==> config.mk <==
export PLATFORM = sky130hd
export DESIGN_NAME = rot_quad_gen_flat
export DESIGN_NICKNAME = d
export VERILOG_FILES = /design/src/rtl/rot_quad_gen_if.sv /design/src/rtl/rot_quad_gen.sv /design/src/flat_wrapper.sv
export SDC_FILE = /design/constraint.sdc
export NUM_CORES = 1
export LEC_CHECK = 0
export ABC_AREA = 1
export CORE_MARGIN = 1
export CORE_UTILIZATION = 57
export DETAILED_ROUTE_END_ITERATION = 8
export PLACE_DENSITY = 0.83
export SLEW_MARGIN = 20
export SYNTH_ARGS = -nofsm -noshare
export SYNTH_HDL_FRONTEND = slang
export SYNTH_SLANG_ARGS = --single-unit
==> constraint.sdc <==
create_clock -name clk -period 4.56 [get_ports clk]
set_clock_uncertainty 0.2 [all_clocks]
set_input_delay 0.456 -clock clk [delete_from_list [all_inputs] [get_ports clk]]
set_output_delay 0.456 -clock clk [all_outputs]
set_load 0.02 [all_outputs]
==> src/rtl/rot_quad_gen_if.sv <==
// ----------------------------------------------------------------------------
// rot_quad_gen_if
//   Command handshake for the rotary-encoder emulator.
//
//   cmd_valid  master -> slave  command present
//   cmd_dir    master -> slave  1 = clockwise, 0 = counter-clockwise
//   cmd_count  master -> slave  detents to emit, 0..15
//   cmd_ready  slave  -> master emulator idle, command will be taken
//
//   A command transfers on the rising clock edge where cmd_valid and
//   cmd_ready are both high.
// ----------------------------------------------------------------------------
interface rot_quad_gen_if;
    logic       cmd_valid;
    logic       cmd_dir;
    logic [3:0] cmd_count;
    logic       cmd_ready;

    // Command source (bench, self-test controller).
    modport master (
        output cmd_valid,
        output cmd_dir,
        output cmd_count,
        input  cmd_ready
    );

    // The emulator itself.
    modport slave (
        input  cmd_valid,
        input  cmd_dir,
        input  cmd_count,
        output cmd_ready
    );
endinterface

==> src/rtl/rot_quad_gen.sv <==
// ----------------------------------------------------------------------------
// rot_quad_gen
//   Quadrature-encoder emulator: behaves like the transmitter end of a
//   mechanical rotary encoder. Each accepted command emits cmd_count detents
//   in the requested direction on rot_a/rot_b, holding every quadrature state
//   for DWELL clock cycles, and keeps a signed detent position count.
//
//   Parameters
//     DWELL  clock cycles each quadrature state is held (>= 1)
//     CNT_W  width of the position counter
//
//   Ports
//     clk    system clock, rising edge
//     rst_n  asynchronous active-low reset
//     cmd    command handshake (slave side of rot_quad_gen_if)
//     rot_a  quadrature channel A, registered
//     rot_b  quadrature channel B, registered
//     done   one-cycle pulse when a command has finished
//     pos    two's-complement detent position, wraps modulo 2^CNT_W
//
//   Sequences as (A,B), starting from the rest state 11:
//     CW : 01, 00, 10, 11
//     CCW: 10, 00, 01, 11
//
//   Detent timing (DWELL=4, one detent): the state after the accepting edge
//   shows 01; cycles 1-4 are 01, 5-8 are 00, 9-12 are 10, 13-16 are 11.
//   The FSM drops back to IDLE at the edge that starts cycle 16, so that the
//   final rest cycle is the one where done is high, cmd_ready is high and
//   pos already includes the finished detent. A command offered in that
//   cycle is taken at its closing edge, which keeps back-to-back commands
//   free of any rest gap beyond the normal DWELL-cycle 11 hold.
// ----------------------------------------------------------------------------
module rot_quad_gen #(
    parameter int DWELL = 4,
    parameter int CNT_W = 8
) (
    input  logic             clk,
    input  logic             rst_n,
    rot_quad_gen_if.slave    cmd,
    output logic             rot_a,
    output logic             rot_b,
    output logic             done,
    output logic [CNT_W-1:0] pos
);

    // Dwell counter width; a 1-bit counter is kept even for DWELL=1.
    localparam int              DW_W       = (DWELL > 1) ? $clog2(DWELL) : 1;
    localparam logic [DW_W-1:0] DWELL_LAST = DW_W'(DWELL - 1);
    localparam logic [DW_W-1:0] DWELL_ONE  = DW_W'(1);
    localparam bit              SINGLE     = (DWELL == 1);

    localparam logic [1:0] REST = 2'b11;

    typedef enum logic {
        IDLE = 1'b0,
        RUN  = 1'b1
    } state_t;

    state_t           state_reg,     state_next;
    logic [1:0]       phase_reg,     phase_next;
    logic [DW_W-1:0]  dwell_reg,     dwell_next;
    logic [3:0]       remaining_reg, remaining_next;
    logic             dir_reg,       dir_next;
    logic [CNT_W-1:0] pos_reg,       pos_next;
    logic [1:0]       rot_reg,       rot_next;   // {A,B}
    logic             done_reg,      done_next;

    logic             accept;
    logic             detent_end;

    // ------------------------------------------------------------------
    // Quadrature code for a given phase. The CCW sequence is the CW one
    // with the two channels swapped, which keeps both Gray-coded.
    // ------------------------------------------------------------------
    function automatic logic [1:0] quad_code(input logic dir,
                                             input logic [1:0] phase);
        logic [1:0] cw;
        case (phase)
            2'd0:    cw = 2'b01;
            2'd1:    cw = 2'b00;
            2'd2:    cw = 2'b10;
            default: cw = 2'b11;
        endcase
        quad_code = dir ? cw : {cw[0], cw[1]};
    endfunction

    assign accept = (state_reg == IDLE) && cmd.cmd_valid;

    // The edge that makes the last cycle of the closing 11 state current.
    // With DWELL=1 that last cycle is also the first 11 cycle, so the
    // detent completes on the 10 -> 11 step itself.
    assign detent_end = (state_reg == RUN) &&
                        (SINGLE ? ((phase_reg == 2'd2) && (dwell_reg == '0))
                                : ((phase_reg == 2'd3) && (dwell_reg == DWELL_ONE)));

    // ------------------------------------------------------------------
    // State register
    // ------------------------------------------------------------------
    always_ff @(posedge clk or negedge rst_n) begin
        if (!rst_n) begin
            state_reg     <= IDLE;
            phase_reg     <= 2'd0;
            dwell_reg     <= '0;
            remaining_reg <= 4'd0;
            dir_reg       <= 1'b0;
            pos_reg       <= '0;
            rot_reg       <= REST;
            done_reg      <= 1'b0;
        end else begin
            state_reg     <= state_next;
            phase_reg     <= phase_next;
            dwell_reg     <= dwell_next;
            remaining_reg <= remaining_next;
            dir_reg       <= dir_next;
            pos_reg       <= pos_next;
            rot_reg       <= rot_next;
            done_reg      <= done_next;
        end
    end

    // ------------------------------------------------------------------
    // Next-state logic
    // ------------------------------------------------------------------
    always_comb begin
        state_next     = state_reg;
        phase_next     = phase_reg;
        dwell_next     = dwell_reg;
        remaining_next = remaining_reg;
        dir_next       = dir_reg;
        pos_next       = pos_reg;
        rot_next       = rot_reg;
        done_next      = 1'b0;

        case (state_reg)
            IDLE: begin
                // A zero-detent command completes the handshake and is
                // otherwise a no-op: no output activity and no done.
                if (accept && (cmd.cmd_count != 4'd0)) begin
                    state_next     = RUN;
                    remaining_next = cmd.cmd_count;
                    dir_next       = cmd.cmd_dir;
                    phase_next     = 2'd0;
                    dwell_next     = DWELL_LAST;
                    rot_next       = quad_code(cmd.cmd_dir, 2'd0);
                end
            end

            RUN: begin
                if (dwell_reg != '0) begin
                    dwell_next = dwell_reg - DWELL_ONE;
                end else if (phase_reg != 2'd3) begin
                    phase_next = phase_reg + 2'd1;
                    dwell_next = DWELL_LAST;
                    rot_next   = quad_code(dir_reg, phase_reg + 2'd1);
                end else begin
                    // Rest state fully held and more detents to go.
                    phase_next = 2'd0;
                    dwell_next = DWELL_LAST;
                    rot_next   = quad_code(dir_reg, 2'd0);
                end

                if (detent_end) begin
                    pos_next       = dir_reg ? (pos_reg + CNT_W'(1))
                                             : (pos_reg - CNT_W'(1));
                    remaining_next = remaining_reg - 4'd1;
                    if (remaining_reg == 4'd1) begin
                        // Outputs already sit at 11 and stay there in IDLE.
                        state_next = IDLE;
                        done_next  = 1'b1;
                    end
                end
            end

            default: begin
                state_next = IDLE;
                rot_next   = REST;
            end
        endcase
    end

    // ------------------------------------------------------------------
    // Outputs: all straight from registers.
    // ------------------------------------------------------------------
    assign cmd.cmd_ready = (state_reg == IDLE);
    assign rot_a         = rot_reg[1];
    assign rot_b         = rot_reg[0];
    assign done          = done_reg;
    assign pos           = pos_reg;

endmodule

==> src/flat_wrapper.sv <==
// flat-port wrapper written by rule: the top's interface ports become plain ports
module rot_quad_gen_flat 
#(
    parameter int DWELL = 4,
    parameter int CNT_W = 8
)
  (clk, rst_n, rot_a, rot_b, done, pos, cmd_cmd_valid, cmd_cmd_dir, cmd_cmd_count, cmd_cmd_ready);
  rot_quad_gen_if cmd_i ();
  input  logic clk;
  input  logic rst_n;
  output logic rot_a;
  output logic rot_b;
  output logic done;
  output logic [CNT_W-1:0] pos;
  input wire logic [$bits(cmd_i.cmd_valid)-1:0] cmd_cmd_valid;
  input wire logic [$bits(cmd_i.cmd_dir)-1:0] cmd_cmd_dir;
  input wire logic [$bits(cmd_i.cmd_count)-1:0] cmd_cmd_count;
  output wire logic [$bits(cmd_i.cmd_ready)-1:0] cmd_cmd_ready;
  assign cmd_i.cmd_valid = cmd_cmd_valid;
  assign cmd_i.cmd_dir = cmd_cmd_dir;
  assign cmd_i.cmd_count = cmd_cmd_count;
  assign cmd_cmd_ready = cmd_i.cmd_ready;
  rot_quad_gen #(.DWELL(DWELL), .CNT_W(CNT_W)) u_core (.clk(clk), .rst_n(rst_n), .cmd(cmd_i), .rot_a(rot_a), .rot_b(rot_b), .done(done), .pos(pos));
endmodule
# After elaboration in Yosys (flattened, before gate mapping)
# Index checks and enable logic that the tools add are counted.
# word_totals
elab_cells	60
out_inout_bits	12
register_bits	21
# op_classes
mux	26
n_bitwise	1
n_reduce_logical	11
addsub	5
n_eq_ne	9
# op_table
operator	count
2-to-1 mux 2 bit	11
case mux 2 bit (2 select lines)	3
adder 8 x 1 -> 8 bit, second input constant	1
2-to-1 mux 4 bit	2
2-to-1 mux 8 bit	1
case mux 4 bit (2 select lines)	1
AND reduction 2 bit	4
subtractor 8 x 1 -> 8 bit, second input constant	1
2-to-1 mux 1 bit	6
inequality test 2 bit, second input constant	3
case mux 2 bit (3 select lines)	1
equality test 2 x 1 -> 1 bit, second input constant	2
equality test 2 bit, second input constant	2
equality test 4 x 1 -> 1 bit, second input constant	1
logical AND 1 bit	4
nonzero test 4 bit	1
subtractor 4 x 1 -> 4 bit, second input constant	1
adder 2 x 1 -> 2 bit, second input constant	1
logical NOT 2 bit	1
inequality test 2 x 1 -> 1 bit, second input constant	1
case mux 1 bit (2 select lines)	1
nonzero test 2 bit	1
subtractor 2 x 1 -> 2 bit, second input constant	1
inverter 1 bit	1

# Depth between registers and ports, before layout
# depth
depth_word	7
ltp_mapped	10
depth_no_buf	10

# Worst setup path after synthesis
# No wires, ideal clock.
# synth_path
path_kind	reg-to-reg
start	register u_core.dir_reg
end	register u_core.pos_reg[7], in the netlist u_core.pos[7]
setup_ps	117
n_path_buf	0
path_stages_with_launch	8
slack_ps	2814
period_less_slack_ps	1746
t_arrival_ps	1429
path_cell_list	dfrtp_1 -> inv_1 -> ha_1 -> or2_4 -> nand3_1 -> nand3_1 -> nand3_1 -> nand2_1
# synth_between
elab_chain_cells	1
# synth_rtl
item	line	text
from (decl)	rot_quad_gen.sv:63	logic dir_reg, dir_next;
from (signal assigned)	rot_quad_gen.sv:114	dir_reg <= dir_next;
2-to-1 mux 8 bit	rot_quad_gen.sv:163	pos_next = dir_reg ? (pos_reg + CNT_W'(1))
to (signal assigned)	rot_quad_gen.sv:115	pos_reg <= pos_next;
to (decl)	rot_quad_gen.sv:64	logic [CNT_W-1:0] pos_reg, pos_next;
# No other way between the ends.
# A chain may end at the register's enable or synchronous reset.

# Final worst setup path
# layout_path
start	register u_core.state_reg
end	output port cmd_cmd_ready
# layout_between
elab_chain_cells	1
# layout_rtl
item	line	text
from (decl)	rot_quad_gen.sv:59	state_t state_reg, state_next;
from (signal assigned)	rot_quad_gen.sv:110	state_reg <= state_next;
inverter 1 bit (no source line)	n/a	
to (decl)	flat_wrapper.sv:18	output wire logic [$bits(cmd_i.cmd_ready)-1:0] cmd_cmd_ready;
# No other way between the ends.

==> results by group <==
Global route
  – Overflow after GRT: 0
  – Total track usage: 23.1%
  – Vias in the first global route: 1,129
  – Pin count of the biggest net entering global routing: 22
  – First-pass GRT wire length: 4560 um
  – Initial antenna violation count: 0

Route
  – First-pass DRT Iterations: 4
  – Routed via count: 1,224
  – Vias per cell: 5.28
  – Routed len/inst: 11.5 um
  – Final wirelength: 2660 um
  – Antenna Violating Nets Remaining: 0
  – DRC: 0
  – Initial detailed-routing violation count: 24

Clock tree
  – Total CTS buffers: 3
  – CTS resizes: 0
  – Clk sinks: 21
  – Clock tree buffer depth: 2
  – Post-CTS setup buffer count: 0
  – Worst-path clk slew: 0.11 ns
  – H-tree depth: 1
  – CTS Hold Bufs: 0
  – CTS tree: built
  – Clk root buf: clkbuf_4
  – Clock latency on the worst-skew pair: 0.30 ns

Synthesis
  – Synthesized area per cell: 7.53 um2
  – Post-synth EDFFs: 0
  – Register area share after synthesis: 38.5%
  – Syn_nets: 202
  – Area contributors post-synth: dfrtp_1, nand2_1, ha_1
  – Post-Syn Instances: 182
  – Async set-or-reset flop fraction in the synthesized netlist: 100%
  – Yosys warnings: 0
  – Commonest register cell after synthesis: dfrtp_1
  – FF+latch count, synth: 21
  – Library cells used by synthesis: 26
  – Post-synth top area share: 34.7%
  – Leading area contributor after synthesis: dfrtp_1
  – Area of the mapped netlist: 0.00137 mm2

Setup path
  – CP Capture Type: primary output
  – CP Class: reg -> out
  – Worst EP arrival: 1.71 ns
  – Startpoint Class: flop
  – Critical Path RT: 3.90 ns
  – Crit Path Max Fanout: 15
  – Reg2Reg Depth: 7

STA
  – Hold slack: 0.276 ns
  – Final setup fails: 0
  – Slew of the pin with the lowest slew margin: 0.471 ns
  – FMAX: 423 MHz
  – Slew Viols, Final: 0
  – Worst Slack Setup Final: 2.20 ns
  – Fin Setup TNS: 0 ns
  – Worst slew margin: 68.6%
  – Final Hold Viols: 0
  – RSZ-0062 raised after global routing: false
  – Final Cycle Share: 51.8%
  – Minimum clock period: 2.36 ns

Finish
  – Layout cells sized above 1: 7.35%
  – Fin area: 0.00161 mm2
  – Diodes inserted: 0
  – # fillers: 170
  – Syn-to-layout area delta: 17.5%
  – Max FFs per register: 8
  – Post-layout util: 72.1%
  – Final Non-Filler Cells: 232
  – Layout Nets: 225

Pwr
  – Internal: 641 uW
  – Switching pwr: 587 uW
  – VDD IR max: 0.428 mV
  – Total power: 1.23 mW
  – Leakage: 0.867 nW
  – Part of the power in the clock network: 7.1%
  – Power Dens Cells: 762 mW/mm2
  – Flop pwr share: 28.0%
  – Comb power frac: 64.8%
  – Net Sw Frac: 47.8%

Placed design
  – Post-DP Area: 0.00158 mm2
  – Place WS: 2.55 ns
  – Post-DP HPWL: 2020 um
  – Placed Cells: 227
  – Port buffer count: 19
  – RePlAce Congestion: 0.819

Floorplan
  – Io pins: 20
  – Initial Util: 61.3%
  – Area of the core: 0.00223 mm2
  – Die Footprint: 0.00260 mm2
  – Row count: 17
  – Die X: 51.0 um
  – Die height: 51.0 um

Run status
  – Status: finished, final reports clean

Run
  – Number of max-cap violations: 0

Hold path
  – Tightest Hold Check Type: reg -> reg
  – Hold Path Depth: 2
-- logic make-up (layout without fill, tap and decap cells) --
kind of cell             Yosys count  count (layout)  share of synthesized area (%)
buffers and inverters             34              56                           9.95
AND/OR/NAND/NOR                   91              91                           29.8
XOR/XNOR                           4               4                           2.56
flip-flops                        21              21                           38.5
adder cells (fa/ha/maj)           12              12                           11.5
AO/OA/AOI/OAI                     20              20                           7.67
-- metal layers --
layer,share of wire [%],track usage [%],wire length [um]
met3,2.3,4.17,62
met5,0,0,0
met2,50,40.6,1340
met4,1.1,7.87,29
met1,46,28.2,1240
-- Yosys cell counts, types with 2 or more instances --
library cell,instances
inv_2,2
nand4_1,2
o21ai_1,7
nand2_1,53
nand2_2,2
inv_1,30
nand3b_1,2
nor2_1,7
dfstp_2,2
o21ai_0,5
xor2_1,3
a21oi_1,6
dfrtp_1,19
nand3_1,20
ha_1,11
-- area by class of cell --
| cell class | count | area, um2 | share of cell area (%) |
|---|---|---|---|
| repair buffers | 20 | 195 | 12.1 |
| clock buffers | 4 | 26.3 | 1.63 |
| multi-input cells | 127 | 706 | 43.8 |
| well taps | 28 | 35.0 | 2.18 |
| flip-flops and latches | 21 | 528 | 32.8 |
| inverters | 32 | 120 | 7.46 |
-- worst max-delay path, stage by stage, from the launching register on --
cell and delay [ns]:
dfrtp_1 0.64, inv_1 0.19, clkdlybuf4s50_1 0.58
-- cell usage in the layout, fill, tap and decap left out, drive strengths merged, types with 3 or more instances in the layout --
master | netlist | final
nor2 | 8 | 8
clkdlybuf4s50 | 0 | 18
dfrtp | 19 | 19
nand2 | 56 | 56
clkbuf | 0 | 4
o21ai | 12 | 12
a21oi | 6 | 6
ha | 11 | 11
inv | 32 | 32
nand3 | 21 | 21
xor2 | 3 | 3
-- path summary, 6_finish.rpt --
check	from	end	slack, ns
worst max-delay path	u_core.state_reg	cmd_cmd_ready	2.20
worst min-delay path	u_core.rot_reg[0]	u_core.rot_reg[0]	0.28
worst max register to register	u_core.dir_reg	u_core.pos[7]	2.60
worst min register to register	u_core.rot_reg[0]	u_core.rot_reg[0]	0.28
max in group asynchronous	rst_n	u_core.rot_reg[0]	3.38
min in group asynchronous	rst_n	u_core.pos[7]	0.43
-- power by group through the flow --
| stage | sequential, mW | combinational [mW] | clock [mW] |
|---|---|---|---|
| floorplan | 0.378 | 0.550 | 0 |
| global placement | 0.342 | 0.755 | 0 |
| global route | 0.353 | 0.905 | 0.0989 |
| detailed placement | 0.346 | 0.790 | 0 |
| CTS | 0.343 | 0.795 | 0.0918 |
| finish | 0.344 | 0.796 | 0.0874 |
Note: power is estimated with default switching activity, not from simulation.
